--- src/rtl/encoder_fec_pkg.sv ---
// Shared types and defaults for the FEC encoder front end.
package encoder_fec_pkg;

    typedef enum logic [1:0] {SCH_IDLE, SCH_BURST, SCH_DRAIN} sched_state_t;

    localparam int FEC_BLK_WORDS = 8;
    localparam int FEC_ENTRIES   = 1024;

endpackage

--- src/rtl/msg_fifo_sched_occ_counter.sv ---
// Saturating up/down occupancy counter for the message FIFO.
// A write is refused at ENTRIES-1 even when a read happens in the same cycle.
module occ_counter #(
    parameter int ENTRIES = 1024,
    parameter int CNT_W   = $clog2(ENTRIES) + 1
) (
    input  logic             clk,
    input  logic             rst_n,
    input  logic             i_inc,
    input  logic             i_dec,
    output logic [CNT_W-1:0] o_count,
    output logic             o_not_full
);

    localparam logic [CNT_W-1:0] CNT_MAX = CNT_W'(ENTRIES - 1);

    logic [CNT_W-1:0] r_count;

    always_ff @(posedge clk or negedge rst_n) begin
        if (!rst_n) begin
            r_count <= '0;
        end else if (i_inc && !i_dec && (r_count < CNT_MAX)) begin
            r_count <= r_count + CNT_W'(1);
        end else if (i_dec && !i_inc && (r_count != '0)) begin
            r_count <= r_count - CNT_W'(1);
        end
    end

    assign o_count    = r_count;
    assign o_not_full = (r_count < CNT_MAX);

endmodule

--- src/rtl/msg_fifo_sched.sv ---
// Message FIFO scheduler: throttles producer writes and reads the FIFO out in
// whole blocks of BLK_WORDS words once a full block is stored and the encoder is ready.
module msg_fifo_sched
    import encoder_fec_pkg::*;
#(
    parameter int ENTRIES   = FEC_ENTRIES,
    parameter int BLK_WORDS = FEC_BLK_WORDS,
    parameter int CNT_W     = $clog2(ENTRIES) + 1
) (
    input  logic             clk,
    input  logic             rst_n,
    input  logic             in_valid,
    output logic             in_ready,
    output logic             fifo_wr_en,
    output logic             fifo_rd_en,
    input  logic             fifo_rd_valid,
    input  logic             fifo_full,
    input  logic             enc_ready,
    output logic             enc_valid,
    output logic             enc_sob,
    output logic             enc_eob,
    output logic [CNT_W-1:0] occupancy,
    output logic             err
);

    localparam int               IDX_W    = (BLK_WORDS > 1) ? $clog2(BLK_WORDS) : 1;
    localparam logic [IDX_W-1:0] IDX_LAST = IDX_W'(BLK_WORDS - 1);
    localparam logic [CNT_W-1:0] BLK_CNT  = CNT_W'(BLK_WORDS);

    sched_state_t     r_st;
    sched_state_t     w_st_nxt;
    logic [IDX_W-1:0] r_idx;
    logic [IDX_W-1:0] w_idx_nxt;
    logic [IDX_W-1:0] r_idx_q;
    logic             r_rd_q;
    logic             r_err;
    logic             w_rd_en;
    logic             w_wr_en;
    logic             w_in_ready;
    logic [CNT_W-1:0] w_occ;

    occ_counter #(
        .ENTRIES (ENTRIES),
        .CNT_W   (CNT_W)
    ) u_occ (
        .clk        (clk),
        .rst_n      (rst_n),
        .i_inc      (w_wr_en),
        .i_dec      (w_rd_en),
        .o_count    (w_occ),
        .o_not_full (w_in_ready)
    );

    assign w_wr_en = in_valid & w_in_ready;

    // Decision uses registered occupancy, so a same-cycle write never triggers a burst.
    always_comb begin
        w_st_nxt  = r_st;
        w_idx_nxt = r_idx;
        w_rd_en   = 1'b0;
        case (r_st)
            SCH_IDLE: begin
                if ((w_occ >= BLK_CNT) && enc_ready) begin
                    w_st_nxt  = SCH_BURST;
                    w_idx_nxt = '0;
                end
            end
            SCH_BURST: begin
                w_rd_en = 1'b1;
                if (r_idx == IDX_LAST) begin
                    w_st_nxt = SCH_DRAIN;
                end else begin
                    w_idx_nxt = r_idx + IDX_W'(1);
                end
            end
            SCH_DRAIN: begin
                w_st_nxt = SCH_IDLE;
            end
            default: begin
                w_st_nxt = SCH_IDLE;
            end
        endcase
    end

    always_ff @(posedge clk or negedge rst_n) begin
        if (!rst_n) begin
            r_st    <= SCH_IDLE;
            r_idx   <= '0;
            r_idx_q <= '0;
            r_rd_q  <= 1'b0;
            r_err   <= 1'b0;
        end else begin
            r_st    <= w_st_nxt;
            r_idx   <= w_idx_nxt;
            r_idx_q <= r_idx;
            r_rd_q  <= w_rd_en;
            // rd_valid is only meaningful for the word read on the previous edge.
            r_err   <= r_err | (r_rd_q & ~fifo_rd_valid) | (w_wr_en & fifo_full);
        end
    end

    assign in_ready   = w_in_ready;
    assign fifo_wr_en = w_wr_en;
    assign fifo_rd_en = w_rd_en;
    assign occupancy  = w_occ;
    assign enc_valid  = r_rd_q;
    assign enc_sob    = r_rd_q & (r_idx_q == '0);
    assign enc_eob    = r_rd_q & (r_idx_q == IDX_LAST);
    assign err        = r_err;

endmodule

--- config.mk ---
export PLATFORM = sky130hd
export DESIGN_NAME = msg_fifo_sched
export DESIGN_NICKNAME = d
export VERILOG_FILES = /design/src/rtl/encoder_fec_pkg.sv /design/src/rtl/msg_fifo_sched_occ_counter.sv /design/src/rtl/msg_fifo_sched.sv
export SDC_FILE = /design/constraint.sdc
export NUM_CORES = 1
export LEC_CHECK = 0
export ABC_AREA = 1
export ABC_CLOCK_PERIOD_IN_PS = 2600
export CORE_UTILIZATION = 26
export DETAILED_ROUTE_END_ITERATION = 8
export PLACE_DENSITY = 0.48
export SETUP_SLACK_MARGIN = 0.5
export SYNTH_ARGS = -nofsm -noshare
export SYNTH_HDL_FRONTEND = slang
export SYNTH_SLANG_ARGS = --single-unit
--- constraint.sdc ---
create_clock -name clk -period 2.6 [get_ports clk]
set_clock_uncertainty 0.2 [all_clocks]
set_input_delay 0.52 -clock clk [delete_from_list [all_inputs] [get_ports clk]]
set_output_delay 0.52 -clock clk [all_outputs]
set_load 0.02 [all_outputs]
== Word level (Yosys, flattened, before mapping) ==
Cells that the tools add are included.

* Register bits after elaboration: 21
* Output and inout port bits: 18
* Logic and storage cells: 48
* Input bits: 6

* Bitwise operators: 8
* Eq/ne operators: 6
* Multiplexer cells: 9
* Magnitude comparators: 2
* Add/sub/neg operators: 3
* Reductions and logical operators: 14

{| class="wikitable"
|+ Operators with widths
! cell !! count
|-
| two-way mux 11 bit || 2
|-
| adder 11 x 1 -> 11 bit (second input constant) || 1
|-
| >= comparator 11 x 4 -> 1 bit (second input constant) || 1
|-
| less-than comparator 11 x 10 -> 1 bit (second input constant) || 1
|-
| nonzero test 11 bit || 1
|-
| subtractor 11 x 1 -> 11 bit (second input constant) || 1
|-
| == test 3 bit (second input constant) || 2
|-
| two-way mux 3 bit || 2
|-
| inequality test 2 bit (second input constant) || 3
|-
| one-hot mux 3 bit (2 select lines) || 1
|-
| bitwise AND 1 bit || 5
|-
| logical AND 1 bit || 5
|-
| two-way mux 2 bit || 2
|-
| one-hot mux 2 bit (2 select lines) || 1
|-
| nonzero test 2 bit || 2
|-
| adder 3 x 1 -> 3 bit (second input constant) || 1
|-
| logical NOT 3 bit || 1
|-
| AND reduction 3 bit || 1
|-
| == test 2 x 1 -> 1 bit (second input constant) || 1
|-
| logical NOT 1 bit || 2
|-
| logical NOT 2 bit || 1
|-
| OR 1 bit || 2
|-
| AND reduction 2 bit || 1
|-
| two-way mux 1 bit || 1
|-
| inverter 1 bit || 1
|}

== Longest topological paths before layout ==
Gate-level depths: netlist (run 1).

* Depth in word-level cells: 7
* Mapped depth: 16
* Depth with buffers taken out: 16

== Modules after synthesis ==
A second synthesis (run 1) with hierarchy kept.

* Cell total of the unflattened synthesis: 203
* Area total of the unflattened synthesis: 1,505.2 µm²

{| class="wikitable"
|+ Modules (own cells, without submodules)
! module !! times used !! sequential area each (µm²) !! area each (µm²) !! cells each
|-
| occ_counter || 1 || 275.3 || 1,067.3 || 156
|-
| msg_fifo_sched || 1 || 250.2 || 437.9 || 47
|}

== Worst setup path after synthesis (run 1) ==
No wires, ideal clock.

* Path kind: flip-flop to flip-flop
* Start point: reg u_occ.r_count[0], in the netlist u_occ.o_count[0]
* End point: reg u_occ.r_count[7], in the netlist u_occ.o_count[7]
* Clock period less this slack: 2.625 ns
* Buffers on the path: 0
* Setup slack: -0.025 ns
* Data required time: 2.273 ns
* Stages on the path, launching flop included: 13
* Arrival: 2.298 ns
* Cell sequence: dfrtp_1 nand2_1 nor2_2 nand3_2 nand4_1 ha_1 nand2_1 o21ai_1 nand3_1 nand3_1 nand2_1 nand2_1 o21ai_0

* Word-level cells in the longest chain between the ends: 6
* Elaborated cells on any way between the ends: 13
* Classes of those cells: 2 x add/sub; 1 x order compare; 2 x mux; 1 x bitwise; 7 x reduce/logical

{| class="wikitable"
|+ RTL lines
! item !! RTL line !! text
|-
| start: declaration || msg_fifo_sched_occ_counter.sv:17 || <nowiki>logic [CNT_W-1:0] r_count;</nowiki>
|-
| start signal: assignment || msg_fifo_sched_occ_counter.sv:23 || <nowiki>r_count <= r_count + CNT_W'(1);</nowiki>
|-
| start signal: assignment || msg_fifo_sched_occ_counter.sv:25 || <nowiki>r_count <= r_count - CNT_W'(1);</nowiki>
|-
| less-than comparator 11 x 10 -> 1 bit || msg_fifo_sched_occ_counter.sv:22, msg_fifo_sched_occ_counter.sv:30 ||
|-
| bitwise AND 1 bit || msg_fifo_sched.sv:54 || <nowiki>assign w_wr_en = in_valid & w_in_ready;</nowiki>
|-
| logical NOT 1 bit || msg_fifo_sched_occ_counter.sv:24 || <nowiki>end else if (i_dec && !i_inc && (r_count != '0)) begin</nowiki>
|-
| logical AND 1 bit (2 in a row) || msg_fifo_sched_occ_counter.sv:24 ||
|-
| nonzero test 2 bit (no source line) || -- ||
|}

Parallel ways exist; a longest one is shown, timed or not. The select of a mux whose other input is x is not followed.
A chain may end at the register's enable or synchronous reset.

== Final worst setup path (run 1) ==
* Start point: reg u_occ.r_count[3], in the netlist u_occ.o_count[3]
* End point: reg u_occ.r_count[8], in the netlist u_occ.o_count[8]

The elaborated chain is that of the path after synthesis.

==> results.cfg, run 1 <==
[synthesis]
async_flop_share = 1.00
synth_cell_types = 26
synthFlopType = dfrtp_1
yosysMostFrequentCell = nand2_1
synth-seq-cells = 21
synth_area_per_cell_um2 = 7.25
synth_area_leaders = dfrtp_1, nand2_1, ha_1
syn-num-nets = 220
ys_seq_area_frac = 0.359
synth-edff-count = 0
synth_top_area_share = 0.359
synthTopCellsByCount = nand2_1, inv_1, dfrtp_1
netlist_area_mm2 = 0.00146
yosys_warnings = 0
syn_inst = 202
yosys.area.top_type = dfrtp_1

[hold_path]
min_path_type = flip-flop to flip-flop

[clocking]
cts_buffers = 3
clock_sinks = 21
clockBufferDepth = 2
htreeDepth = 1
cts_tree = built
insertion_delay_ps = 260
cts-root-buf = clkbuf_8
cts.clk_slew.worst_paths_ps = 80

[floorplanning]
io_pins = 24
core_area_mm2 = 0.00527
start_util = 0.278
rows = 26
die-area_mm2 = 0.00593
die_y_um = 77.0
die_w_um = 77.0

[timing]
worst_hold_slack_ps = 225
final_hold_viol_count = 0
period_needed_ps = 2300
slew-limit-headroom = 0.815
drv_slew = 0
fmax_ghz = 0.435
postLayoutSetupSlackWorst_ps = 302
setup_viol = 0
tightest_slew_ps = 277
period_share = 0.884
rsz0062_at_grt = true

[setup_path]
setup.worst_path.class = flip-flop to flip-flop
end_kind = flip-flop
arrival_ps = 2250
start_kind = flip-flop
required_ps = 2550
crit_fanout = 6

[flow_run]
drv_cap = 0

[placement]
gp_congestion = 0.778
place_ws_ps = -200
hpwl_mm = 2.96
port_buffers = 23
place_area_mm2 = 0.00196

[drt]
firstDrtPassIters = 4
vias = 1483
drc = 0
postRouteAntennaNets = 0
wl_per_cell_um = 12.3
drt-total-wl_mm = 4.17
viasPerCell = 4.37
drt_iter0_markers = 78

[finish]
multiInputGateArea_mm2 = 0.00107
nets = 288
regArea_um2 = 533
num_antenna_cells = 0
final_layout_size_suffix_gt1_frac = 0.420
nFillCells = 561
fin_area_mm2 = 0.00243
syn2layout_area_growth_pct = 66.3

[global_route]
grt_pass1_vias = 1457
antenna_found_initial = 0
grt-ovfl-total = 0
grt_pass1_wl_mm = 7.10
grt_start_max_net_pins = 22
track_usage = 0.151

[run_status]
status = complete, no violations
[state kept, by name, summed over array words and instances, names as in the netlist]
name and count:
r_st 2, r_idx_q 3, err 1, r_idx 3
u_occ.o_count 11, enc_valid 1
[stage by stage]
| stage | TNS, ps | cells | util |
|---|---|---|---|
| detailed placement | -927 | 317 | 0.372 |
| finish | 0 | 339 | 0.462 |
| global placement | -852 | 317 | 0.372 |
| global route | 0 | 339 | 0.462 |
| CTS | 0 | 332 | 0.429 |
| floorplan | 0 | 202 | - |
[path summary, 6_finish.rpt]
path | start | to | slack (ps) | cells after the start
min in group asynchronous | rst_n | enc_valid | 400 | 2
max in group asynchronous | rst_n | u_occ.o_count[9] | 1560 | 2
max reg2reg | u_occ.o_count[3] | u_occ.o_count[8] | 300 | 13
min reg2reg | r_idx[2] | r_idx_q[2] | 230 | 0
min | r_idx[2] | r_idx_q[2] | 230 | 0
max | u_occ.o_count[3] | u_occ.o_count[8] | 300 | 13
[cell usage in the layout, fill, tap and decap left out, types with 2 or more instances in the layout]
cell type | netlist | routed
dlymetal6s2s_1 | 0 | 8
nand2_4 | 1 | 3
buf_4 | 0 | 34
nor2_2 | 1 | 4
nor2_1 | 16 | 13
nand2_2 | 3 | 13
a21oi_2 | 0 | 6
a21oi_4 | 0 | 2
nand3_2 | 2 | 5
nand2_1 | 67 | 54
clkdlybuf4s50_1 | 0 | 8
dfrtp_2 | 0 | 6
dlygate4sd2_1 | 0 | 3
inv_1 | 29 | 24
nand3_1 | 17 | 13
dfrtp_1 | 21 | 15
inv_2 | 2 | 6
xor2_1 | 5 | 5
clkbuf_8 | 0 | 3
o21ai_2 | 2 | 3
nand4_1 | 2 | 2
o21ai_0 | 3 | 2
buf_6 | 0 | 7
ha_4 | 0 | 8
clkbuf_2 | 0 | 3
ha_1 | 11 | 3
[worst max-delay path: stages, from the launching register on]
cell	delay, ps
dfrtp_2	420
nand2_2	80
nor2_2	40
nand3_2	70
nand4_1	170
buf_6	220
fa_2	370
nand3_2	100
nand3_4	80
nand3_1	70
nand2_1	70
xor2_1	170
nand2_1	60
nand2_1	60
[cell type report]
type,instances,share of cell area
multi-input combinational,149,0.441
timing repair buffer,64,0.236
sequential,21,0.219
inverter,31,0.0488
tap,70,0.0360
clock buffer,3,0.0170
clock inverter,1,0.00206
[logic make-up after synthesis]
logic type / after synthesis / share of synthesized area
compound gates: 18 / 0.0726
xor+xnor: 6 / 0.0359
fa+ha+maj: 12 / 0.108
buf+inv: 32 / 0.0897
flops: 21 / 0.359
simple gates: 113 / 0.335
[routing by layer]
metal,track usage,share of wire,vias up
met4,0.0226,0.0055,0
li1,-,-,773
met5,0,0,-
met1,0.208,0.50,690
met3,0.0214,0.022,2
met2,0.253,0.47,18
[repair_timing]
item	in CTS	in global routing
hold endpoints to repair	0	0
pin swaps	15	22
cloned	1	0
hold buffers	0	0
setup buffers	10	7
resized for setup	36	50
setup endpoints to repair	15	24
Power of run 1 is left out: the tool's default activity adds up to more than one toggle a clock period on the data nets, which glitch-free logic cannot reach.
==> run 2, diff against run 1 <==
--- a/config.mk
+++ b/config.mk
@@ -6,7 +6,7 @@
 export NUM_CORES = 1
 export LEC_CHECK = 0
 export ABC_AREA = 1
-export ABC_CLOCK_PERIOD_IN_PS = 2600
+export ABC_CLOCK_PERIOD_IN_PS = 1850
 export CORE_UTILIZATION = 26
 export DETAILED_ROUTE_END_ITERATION = 8
 export PLACE_DENSITY = 0.48
==> constraint.sdc (replaced) <==
create_clock -name clk -period 1.85 [get_ports clk]
set_clock_uncertainty 0.2 [all_clocks]
set_input_delay 0.37 -clock clk [delete_from_list [all_inputs] [get_ports clk]]
set_output_delay 0.37 -clock clk [all_outputs]
set_load 0.02 [all_outputs]
==> run 2 against run 1 <==
  * The flow now finishes with violations (negative setup slack)
  * Worst setup slack got worse by 710 ps
  * Final cell count up 3.8%
  * Global-route usage hardly changed
  * Largest cell class unchanged
==> results.cfg, run 2 (synthesis gave the netlist of run 1 again) <==
[clocking]
cts_tree = built
cts_buffers = 3
cts_hold_buf = 0
cts.clk_slew.worst_paths_ps = 80
cts-root-buf = clkbuf_8
htreeDepth = 1
insertion_delay_ps = 260
clockBufferDepth = 2
clock_sinks = 21

[finish]
largest_reg_flops = 11
multiInputGateArea_mm2 = 0.00122
final_layout_size_suffix_gt1_frac = 0.599
fin_cells = 352
nets = 301
final_cell_mix = nand2_1, buf_6, buf_4, inv_1, nand2_2
fin_area_mm2 = 0.00279
regArea_um2 = 538
nFillCells = 504
syn2layout_area_growth_pct = 90.5
num_antenna_cells = 0
layout_commonest_cell = nand2_1

[timing]
drv_slew = 0
setup_tns_ps = -3190
setup_viol = 11
slew-limit-headroom = 0.814
fmax_ghz = 0.442
tightest_slew_ps = 278
rsz0062_at_grt = true
period_needed_ps = 2260
postLayoutSetupSlackWorst_ps = -412
period_share = 1.22
final_hold_viol_count = 0

[setup_path]
required_ps = 1810
critical_path.cell_chain = nand2_2, nor2_4, nand3_2, nand4_1, buf_6, ha_4, nand2_1, nand2_2, buf_6, a21oi_2, nand2_2, xor2_1, nand2_1, nand2_1
end_kind = flip-flop
max_stage_delay_ps = 440
arrival_ps = 2220
start_kind = flip-flop
crit_fanout = 6
cp_slowest_cell = dfrtp_2
setup.worst_path.class = flip-flop to flip-flop

[drt]
firstDrtPassIters = 6
viasPerCell = 4.43
vias = 1558
drt-total-wl_mm = 4.34
postRouteAntennaNets = 0
wl_per_cell_um = 12.3
drt_iter0_markers = 42
drc = 0

[run_status]
failed_checks = negative setup slack
status = finished with violations

[placement]
placed_cells = 330
gp_congestion = 0.795
hpwl_mm = 3.00
port_buffers = 23
place_area_mm2 = 0.00213

[floorplanning]
die_y_um = 77.0
die-area_mm2 = 0.00593
core_area_mm2 = 0.00527
die_w_um = 77.0
start_util = 0.278
io_pins = 24
rows = 26

[global_route]
track_usage = 0.150
grt_pass1_vias = 1487
antenna_found_initial = 0
grt_pass1_wl_mm = 6.94
grt_start_max_net_pins = 22
grt-ovfl-total = 0

[hold_path]
min_path_type = flip-flop to flip-flop

[flow_run]
drv_cap = 0
## run 2: routing by layer
layer	GRT usage	share of wire
met3	0.0214	0.021
met4	0.0340	0.0065
met1	0.201	0.48
met5	0	0
met2	0.254	0.50
## run 2: layout make-up
| type | count | share of cell area |
|---|---|---|
| Clock buffer | 3 | 0.0148 |
| Clock inverter | 1 | 0.00179 |
| Sequential cell | 21 | 0.193 |
| Tap cell | 70 | 0.0314 |
| Timing Repair Buffer | 77 | 0.274 |
| Multi-Input combinational cell | 149 | 0.438 |
| Inverter | 31 | 0.0467 |
## run 2: critical path, delay by kind of cell (launching register included)
family	cells	cell delay, ps
AND/OR/NAND/NOR	9	670
XOR/XNOR	1	170
AO/OA/AOI/OAI	1	110
flip-flops	1	440
buffers and inverters	2	320
adder cells (fa/ha/maj)	1	260
## run 2: final timing paths
path	from	to	slack [ps]	cells past startpoint
worst max-delay path	u_occ.o_count[9]	u_occ.o_count[8]	-410	14
worst min register to register	r_idx[2]	r_idx_q[2]	220	0
worst min-delay path	r_idx[2]	r_idx_q[2]	220	0
min in group asynchronous	rst_n	r_idx_q[2]	250	2
worst max register to register	u_occ.o_count[9]	u_occ.o_count[8]	-410	14
max in group asynchronous	rst_n	u_occ.o_count[9]	960	2
## run 2: what timing repair did
action / 4_1_cts / 5_1_grt
endpoints found under the setup margin: 34 / 34
gates resized for setup: 164 / 49
gates cloned: 1 / 0
buffers inserted: 7 / 10
pin swaps: 17 / 22
## run 2: through the flow
step | worst slack, ps | hold WS (ps) | utilization
6_report | -412 | 220 | 0.529
5_1_grt | -550 | 245 | 0.529
4_1_cts | -409 | 226 | 0.476
3_5_place_dp | -802 | 206 | 0.404
3_3_place_gp | -797 | 207 | 0.404
2_1_floorplan | -742 | -126 | -
Power of run 2 is left out for the same reason.
